$ cat src/rtl/nibble_add_sequencer.sv
// nibble_add_sequencer
//
// Performs a W-bit add with carry-in (W = 4*NIBBLES) on an external 4-bit
// registered adder, one nibble at a time with the carry chained through an
// internal register. Each nibble takes two cycles: ISSUE presents the
// operands, WAIT captures the adder's registered result one cycle later.
//
// Handshakes: a transfer happens on a rising clk edge where valid and ready
// are both high. req_ready is high only in IDLE. res_valid is high only in
// DONE, where result/c_out are held until res_ready is seen.
//
// Ports
//   clk, rst_n          clock, asynchronous active-low reset
//   req_valid/req_ready request handshake; op_a, op_b, c_in sampled on it
//   res_valid/res_ready response handshake; result, c_out returned
//   busy                high while a nibble is being issued or awaited
//   done_cnt            completed response handshakes, wraps 255 -> 0
//   add_a/add_b/add_cin operands to the shared adder (zero outside ISSUE)
//   add_sum/add_cout    registered adder outputs, sampled only in WAIT
//   fsm_state           debug view of the state register
module nibble_add_sequencer #(
    parameter int NIBBLES = 4
) (
    input  logic                   clk,
    input  logic                   rst_n,
    input  logic                   req_valid,
    output logic                   req_ready,
    input  logic [4*NIBBLES-1:0]   op_a,
    input  logic [4*NIBBLES-1:0]   op_b,
    input  logic                   c_in,
    output logic                   res_valid,
    input  logic                   res_ready,
    output logic [4*NIBBLES-1:0]   result,
    output logic                   c_out,
    output logic                   busy,
    output logic [7:0]             done_cnt,
    output logic [3:0]             add_a,
    output logic [3:0]             add_b,
    output logic                   add_cin,
    input  logic [3:0]             add_sum,
    input  logic                   add_cout,
    output logic [1:0]             fsm_state
);

    localparam int W  = 4 * NIBBLES;
    localparam int IW = (NIBBLES > 1) ? $clog2(NIBBLES) : 1;
    localparam logic [IW-1:0] LAST_IDX = IW'(NIBBLES - 1);

    localparam logic [1:0] IDLE  = 2'd0;
    localparam logic [1:0] ISSUE = 2'd1;
    localparam logic [1:0] WAIT  = 2'd2;
    localparam logic [1:0] DONE  = 2'd3;

    logic [1:0]    state;
    logic [IW-1:0] idx;
    logic          carry;
    logic [W-1:0]  a_lat;
    logic [W-1:0]  b_lat;
    logic [3:0]    nib_a;
    logic [3:0]    nib_b;

    // Select the current operand nibbles with constant part-selects so the
    // mux stays a plain decode of idx.
    always_comb begin
        nib_a = 4'd0;
        nib_b = 4'd0;
        for (int k = 0; k < NIBBLES; k++) begin
            if (idx == IW'(k)) begin
                nib_a = a_lat[4*k +: 4];
                nib_b = b_lat[4*k +: 4];
            end
        end
    end

    assign req_ready = (state == IDLE);
    assign res_valid = (state == DONE);
    assign busy      = (state == ISSUE) || (state == WAIT);
    assign fsm_state = state;

    // The adder sees zeros outside ISSUE so its inputs are quiet and
    // predictable whenever no nibble is in flight.
    assign add_a   = (state == ISSUE) ? nib_a : 4'd0;
    assign add_b   = (state == ISSUE) ? nib_b : 4'd0;
    assign add_cin = (state == ISSUE) ? carry : 1'b0;

    always_ff @(posedge clk or negedge rst_n) begin
        if (!rst_n) begin
            state    <= IDLE;
            idx      <= '0;
            carry    <= 1'b0;
            a_lat    <= '0;
            b_lat    <= '0;
            result   <= '0;
            c_out    <= 1'b0;
            done_cnt <= 8'd0;
        end else begin
            case (state)
                IDLE: begin
                    if (req_valid) begin
                        a_lat <= op_a;
                        b_lat <= op_b;
                        carry <= c_in;
                        idx   <= '0;
                        state <= ISSUE;
                    end
                end
                ISSUE: begin
                    state <= WAIT;
                end
                WAIT: begin
                    // Adder output now reflects the operands issued last cycle.
                    for (int k = 0; k < NIBBLES; k++) begin
                        if (idx == IW'(k)) begin
                            result[4*k +: 4] <= add_sum;
                        end
                    end
                    carry <= add_cout;
                    if (idx == LAST_IDX) begin
                        c_out <= add_cout;
                        state <= DONE;
                    end else begin
                        idx   <= idx + IW'(1);
                        state <= ISSUE;
                    end
                end
                DONE: begin
                    if (res_ready) begin
                        done_cnt <= done_cnt + 8'd1;
                        state    <= IDLE;
                    end
                end
                default: begin
                    state <= IDLE;
                end
            endcase
        end
    end

endmodule

$ cat config.mk
export PLATFORM = sky130hd
export DESIGN_NAME = nibble_add_sequencer
export DESIGN_NICKNAME = d
export VERILOG_FILES = /design/src/rtl/nibble_add_sequencer.sv
export SDC_FILE = /design/constraint.sdc
export NUM_CORES = 1
export LEC_CHECK = 0
export ABC_AREA = 1
export CAP_MARGIN = 0
export CORE_AREA = 2 2 94 96
export CTS_BUF_LIST = sky130_fd_sc_hd__clkbuf_16
export DETAILED_ROUTE_END_ITERATION = 7
export DIE_AREA = 0 0 96 98
export GPL_TIMING_DRIVEN = 0
export SLEW_MARGIN = 20
export SYNTH_ARGS = -nofsm -noshare
export SYNTH_HDL_FRONTEND = slang
export SYNTH_SLANG_ARGS = --single-unit
$ cat constraint.sdc
create_clock -name clk -period 1.6 [get_ports clk]
set_input_delay 0.32 -clock clk [delete_from_list [all_inputs] [get_ports clk]]
set_output_delay 0.32 -clock clk [all_outputs]
set_load 0.02 [all_outputs]
Word level (Yosys, flattened, before mapping)
Index checks and enable logic that the tools add are counted.
- logic and storage cells: 55
- output and inout port bits: 39
- flip-flop bits (word level): 62
- add/sub/neg operators: 2
- equal/unequal tests: 9
- multiplexer cells: 20
- reductions and logical operators: 13
- operators by type and width (cell ; count):
    $mux W4 ; 10
    $reduce_and A2 Y1 ; 8
    $mux W2 ; 5
    $add A8 B1 Y8 const B ; 1
    $eq A2 B2 Y1 const B ; 4
    $pmux W2 S4 ; 1
    $eq A2 B1 Y1 const B ; 2
    $logic_not A2 Y1 ; 2
    $ne A2 B2 Y1 const B ; 2
    $pmux W2 S2 ; 1
    $reduce_and A3 Y1 ; 1
    $add A2 B1 Y2 const B ; 1
    $mux W1 ; 2
    $ne A2 B1 Y1 const B ; 1
    $pmux W1 S2 ; 1
    $reduce_bool A2 Y1 ; 1
    $logic_or A1 B1 Y1 ; 1

Depth between registers and ports, before layout
Gate-level depths: netlist of the first run.
- depth after elaboration: 6
- gate-level depth with buffers: 8
- depth with buffers taken out: 8

Worst setup path before layout of the first run
OpenSTA, ideal clock, no wires.
- path kind: register -> register
- from: register state[0], in the netlist fsm_state[0]
- to: register a_lat[0]
- path buffers: 1
- slack: -156 ps
- required time: 1472 ps
- cell stages (with the launch flop): 6
- setup time: 128 ps
- arrival: 1628 ps
- cells stage by stage: dfrtp_1 > inv_1 > ha_1 > nand2_1 > buf_2 > mux2_1
- longest elaborated chain between the ends: 2
- ends and longest elaborated chain (item ; RTL line ; text):
    from (decl) ; 54 ; logic [1:0] state;
    from (signal assigned) ; 88 ; state <= IDLE;
    from (signal assigned) ; 104 ; state <= ISSUE;
    from (signal assigned) ; 108 ; state <= WAIT;
    $logic_not A2 Y1 ; -- ;
    via req_ready ; 27 ; output logic req_ready,
    $reduce_and A2 Y1 (no source line) ; -- ;
    to (signal assigned) ; 100 ; a_lat <= op_a;
    to (decl) ; 57 ; logic [W-1:0] a_lat;
The timed path passes the listed nets, and every way through them passes these cells.
A chain may end at the register's enable or synchronous reset.

Final worst setup path of the first run
- from: register idx[0]
- to: output add_a[2]
- longest elaborated chain between the ends: 6
- elaborated cells between the ends (all ways): 9
- ends and longest elaborated chain (item ; RTL line ; text):
    from (decl) ; 55 ; logic [IW-1:0] idx;
    from (signal assigned) ; 122 ; idx <= idx + IW'(1);
    $logic_not A2 Y1 ; 68 ; if (idx == IW'(k)) begin
    $mux W4 (3 in a row) ; 68 ;
    $mux W4 * ; 68 ;
    $mux W4 * ; 82 ; assign add_a = (state == ISSUE) ? nib_a : 4'd0;
    to (decl) ; 37 ; output logic [3:0] add_a,
Mark *: on every way between the ends. The rest lies on a longest branch, timed or not.

==> flow_summary.toml, run 1 <==
[placement]
dpl_worst_slack_ns = -0.828
placed_cell_area_sq_um = 3900
dp_hpwl_um = 5040
port_buffers = 80
gp_congestion = 0.777

[die]
die_x_um = 96
fp.dieH_um = 98
core_area_sq_um = 8470
die_area_sq_um = 9410
num_io_pins = 81
start_util_pct = 33.6
rows = 34

[synth]
synth_top_family_by_area = "simple AND/OR/NAND/NOR gates"
synth_compound_area_share_pct = 9.51
synthMuxAreaShare_pct = 10.3
yosysWarnings = 0
synth_xor_area_share_pct = 1.54
synth_top_area_share_pct = 54.6
syn-cell-area_sq_um = 2840
ys_types = 15
syn_nets = 349
postSynthAreaPerCell_sq_um = 9.57
synth.largest_area_cell = "dfrtp_1"
ys_seq_area_share_pct = 54.6
yosys-top-cells-area = "dfrtp_1 (55%), nand2_1 (9.6%), mux2_1 (9.5%), o21ai_0 (5.1%), ha_1 (4.4%)"
synth_fa_ha_area_share_pct = 4.40
syn-instance-count = 297
synthSimpleGateAreaFrac_pct = 13.6
ys_ff_latch = 62

[global_routing]
grt_overflow = 0
grt_max_degree = 38
grt_pass1_wl_um = 12500
antenna_found_initial = 0
grt_pass1_vias = 2564
grtUsageTotal_pct = 17.3

[timing]
hold_viol_final = 0
setup_viol = 10
whs_ns = 0.455
clock_skew_ns = 0.00632
slew_headroom_pct = 75.9
fmax_mhz = 496
rsz0062_at_grt = "true"
slew_violations = 0
worst_pin_slew_ns = 0.362
fin_ws_ns = -0.415
fin_crit_sh_pct = 126
layout_min_cycle_time_ns = 2.01

[power_and_ir_drop]
p_sw_share_pct = 38.4
power.total_uw = 9260
powerDensity_nw_per_um2 = 1960
clock_power_share_pct = 22.1
peakVddDrop_mv = 0.982
combinationalPowerShare_pct = 48.9
cellLeakagePower_uw = 0.00218
switching_power_uw = 3560
intPower_uw = 5710
seqPwrFrac_pct = 29.1

[critical_path]
worstSetupEndpointType = "output pin"
cp_max_fo = 5
path_buf_inv = 3
path_class = "flop to output pin"
path_common_cell = "buf_6"
slowest_delay_ns = 0.43
critPathTopFamily = "flip-flops"
required_ns = 1.28
slowest_stage = "dfrtp_1"
reg2reg_slack_ns = 0.02
arrival_ns = 1.69
start_kind = "flop"
crit_chain = "buf_6, ha_4, buf_8, nand2_1, nand3_4, a21oi_4, buf_6"

[clock_tree]
clkLatencyLatePin_ns = 0.32
cts_root_buffer = "clkbuf_16"
cts_buffers = 9
cts_sinks = 62
ctsHtreeMaxLevel = 3
cts_tree = "done"
cts_buffer_depth = 2
clk_pin_slew_ns = 0.05

[cells_and_area]
final_area_sq_um = 4720
drive_gt1_share_pct = 29.6
fill_cells = 759
final_nets = 459
area_growth_pct = 66.2
antenna_cells = 0

[route]
drt-initial-drc-count = 19
wl_per_cell_um = 15.0
routed_wl_um = 7820
vias = 2405
first_pass_iters = 4
ant_nets = 0
vias_per_cell = 4.63
drc = 0

[hold_path]
min_path_type = "input port to asynchronous set/reset pin"

[job]
maxCapViolations = 0

[status]
failed_checks = "setup timing"
run_status = "finished with violations"
per-stage QoR:
stage | setup TNS [ns] | std cells | util, %
global placement | -126.10 | 485 | 45.8
finish | -3.16 | 520 | 55.8
floorplan | 0 | 297 | -
CTS | -2.94 | 515 | 53.9
global route | -4.18 | 520 | 55.8
detailed placement | -8.57 | 486 | 46.0
per-layer routing:
| metal | global-route usage [%] | share of wire, % | routed length [um] | vias up |
|---|---|---|---|---|
| met4 | 6.26 | 2.2 | 169 | 0 |
| met3 | 4.01 | 5.1 | 401 | 12 |
| li1 | - | - | - | 1186 |
| met5 | 0 | 0 | 0 | - |
| met2 | 28.0 | 48 | 3750 | 65 |
| met1 | 22.6 | 45 | 3510 | 1142 |
Yosys cell counts (all sizes together):
cell type and count:
nand2 73, dfrtp 62, inv 31, o21ai 30
mux2 26, a21oi 24, nand3 13, nor2 13
buf 10, ha 10, xnor2 3, xor2 2
power by group through the flow:
stage / clock [uW] / combinational, uW / sequential [uW]
after global routing: 2160 / 4890 / 2790
after global placement: 0 / 3460 / 2660
final: 2050 / 4530 / 2690
after CTS: 2080 / 4140 / 2680
after detailed placement: 0 / 3530 / 2670
after floorplan: 0 / 1880 / 2890
sequential cells by signal, indices dropped and copies added (netlist names):
| name | count |
|---|---|
| a_lat | 16 |
| b_lat | 16 |
| result | 16 |
| done_cnt | 8 |
| fsm_state | 2 |
| idx | 2 |
| c_out | 1 |
| carry | 1 |
worst paths after layout:
kind,start,endpoint,cells past startpoint
min reg2reg,result[5],result[5],2
min,rst_n,a_lat[3],2
max,idx[0],add_a[2],7
max in group asynchronous,rst_n,fsm_state[0],3
max reg2reg,fsm_state[0],b_lat[12],7
min in group clk,result[5],result[5],2
repair_timing:
action	4_1_cts	5_1_grt
buffers inserted	9	5
pin swaps	7	14
endpoints found under the setup margin	59	42
gates resized for setup	181	43
cloned	3	0
hold buffers	1	0
hold endpoints to repair	25	0
cells by family (layout without fill, tap and decap cells):
family | after synthesis | count (layout)
AND/OR/NAND/NOR | 99 | 99
XOR/XNOR | 5 | 5
adder cells (fa/ha/maj) | 10 | 10
flip-flops | 62 | 62
AO/OA/AOI/OAI | 54 | 54
buffers and inverters | 41 | 156
multiplexers | 26 | 26
placed cells by master, fill, tap and decap left out, types with 11 or more instances in the layout:
cell,n
nand2_2,12
clkdlybuf4s50_1,40
nor2_1,13
o21ai_0,19
nand2_1,51
buf_6,20
dlygate4sd2_1,23
inv_1,23
a21oi_1,11
buf_4,12
dfrtp_1,59
mux2_1,24
final cells by class:
type                    count  area, sq um  area share (%)
flip-flops and latches     62         1560            32.9
multi-input cells         194         1490            31.5
repair buffers             99          951            20.1
clock buffers               9          225            4.77
inverters                  31          153            3.23
well taps                 108          135            2.86
plain buffers              10          126            2.68
clock inverters             7         90.1            1.91
worst reg2reg max path, stage by stage, from the launching register on:
cell     delay [ns]
dfrtp_2        0.41
buf_6          0.12
buf_6          0.12
inv_4          0.06
ha_4           0.16
nand2_4        0.09
buf_6          0.17
mux2_1         0.32
Power figures use the tool's default switching activity.
==> run 2: changes to the inputs <==
CAP_MARGIN = unset   (was 0)
CORE_AREA = 2 2 85 87   (was 2 2 94 96)
DIE_AREA = 0 0 87 89   (was 0 0 96 98)
PLACE_DENSITY = 0.74   (was unset)
==> flow_summary.toml, run 2 (synthesis results as in run 1) <==
[status]
run_status = "finished with violations"
failed_checks = "setup timing"

[placement]
port_buffers = 80
placed_cell_area_sq_um = 3860
dp_hpwl_um = 4900
gp_congestion = 0.814
dp.cells = 458

[clock_tree]
cts_sinks = 62
clkLatencyLatePin_ns = 0.32
cts_buffers = 9
cts_root_buffer = "clkbuf_16"
clk_pin_slew_ns = 0.05
cts_buffer_depth = 2
ctsHtreeMaxLevel = 3
cts_tree = "done"

[cells_and_area]
layoutNonFillerInstCount = 500
mostFrequentLayoutCell = "dfrtp_1"
final_area_sq_um = 4840
fill_cells = 474
drive_gt1_share_pct = 32.6
final_util_pct = 72.1
area_growth_pct = 70.3
final_nets = 468
final_cell_mix = "dfrtp_1 (59), nand2_1 (50), clkdlybuf4s50_1 (40)"
reg_top3 = "a_lat x16, b_lat x16, result x16"
antenna_cells = 0

[power_and_ir_drop]
power.total_uw = 9370
p_sw_share_pct = 39.0
intPower_uw = 5720
cellLeakagePower_uw = 0.00227
peakVddDrop_mv = 1.16
seqPwrFrac_pct = 28.7
clock_power_share_pct = 19.6
powerDensity_nw_per_um2 = 1940
combinationalPowerShare_pct = 51.7
switching_power_uw = 3660

[timing]
rsz0062_at_grt = "true"
slew_violations = 0
worst_pin_slew_ns = 0.332
hold_viol_final = 0
slew_headroom_pct = 77.9
clock_skew_ns = 0.00473
layout_min_cycle_time_ns = 1.98
whs_ns = 0.454
fmax_mhz = 506
setup_viol = 12
fin_ws_ns = -0.376
fin_crit_sh_pct = 124

[global_routing]
grtUsageTotal_pct = 21.1
antenna_found_initial = 0
grt_pass1_vias = 2523
grt_overflow = 0
grt_pass1_wl_um = 12300
grt_max_degree = 40

[route]
drc = 0
routed_wl_um = 8080
ant_nets = 0
vias = 2535
drt-initial-drc-count = 87
vias_per_cell = 5.07
first_pass_iters = 4
wl_per_cell_um = 16.2

[critical_path]
arrival_ns = 1.66
path_common_cell = "buf_6"
cp_max_fo = 5
slowest_delay_ns = 0.46
cp.depth = 8
ff2ff_path_depth = 7
worstSetupEndpointType = "output pin"
critPathTopFamily = "flip-flops"
start_kind = "flop"
crit_chain = "inv_4, ha_4, buf_6, nand2_1, nand2_2, nand3_4, a21oi_4, buf_6"
path_buf_inv = 3
required_ns = 1.28
slowest_stage = "dfrtp_2"
path_class = "flop to output pin"

[job]
maxCapViolations = 0

[die]
die_area_sq_um = 7740
core_area_sq_um = 6720
fp.dieH_um = 89
num_io_pins = 81
start_util_pct = 42.3
die_x_um = 87
rows = 30

[hold_path]
min_path_type = "input port to asynchronous set/reset pin"
==> run 2: final timing paths <==
path                         startpoint            to  slack (ns)
max                              idx[0]      add_a[2]       -0.38
min                               rst_n      a_lat[3]        0.45
max reg2reg                fsm_state[0]      a_lat[3]           0
min reg2reg                   result[6]     result[6]        0.47
max in group asynchronous         rst_n  fsm_state[1]        0.61
min in group clk              result[6]     result[6]        0.47
==> run 2: cell type report <==
class	count	area (sq um)	area share, %
Multi-Input combinational cell	194	1560	32.2
Clock buffer	9	225	4.65
Buffer	10	134	2.76
Tap cell	80	100	2.07
Clock inverter	6	53.8	1.11
Timing Repair Buffer	108	1060	22.0
Sequential cell	62	1560	32.1
Inverter	31	151	3.13
==> run 2: metrics by stage <==
stage | TNS (ns) | setup WS [ns]
4_1_cts | -2.90 | -0.372
2_1_floorplan | 0 | 0.00607
6_report | -3.05 | -0.376
3_3_place_gp | -119.63 | -2.05
3_5_place_dp | -7.40 | -0.792
5_1_grt | -4.56 | -0.432
==> run 2: layer usage <==
layer  part of all wire, %  track usage [%]  vias up  routed length, um
li1                      -                -     1205                  -
met1                    42             26.0     1238               3410
met2                    51             36.3       74               4090
met3                   5.0             3.88       18                404
met4                   2.2             9.38        0                176
met5                     0                0        -                  0
==> run 2: power by group through the flow <==
stage / clock, uW / sequential [uW] / combinational [uW]
2_1_floorplan: 0 / 2890 / 1880
3_3_place_gp: 0 / 2660 / 3420
3_5_place_dp: 0 / 2670 / 3520
4_1_cts: 1860 / 2670 / 4200
5_1_grt: 1940 / 2770 / 5190
6_report: 1840 / 2690 / 4840
==> run 2: worst register-to-register path, delay by kind of cell (launching register included) <==
family | cells | cell delay, ns
fa+ha+maj | 1 | 0.18
mux | 1 | 0.33
flops | 1 | 0.43
simple gates | 1 | 0.09
buf+inv | 4 | 0.46
==> run 2: repair_timing <==
item / 4_1_cts / 5_1_grt
resized for setup: 184 / 59
endpoints found under the setup margin: 57 / 28
setup buffers: 8 / 15
hold endpoints to repair: 23 / 0
pin swaps: 9 / 10
hold buffers: 1 / 0
gates cloned: 2 / 1
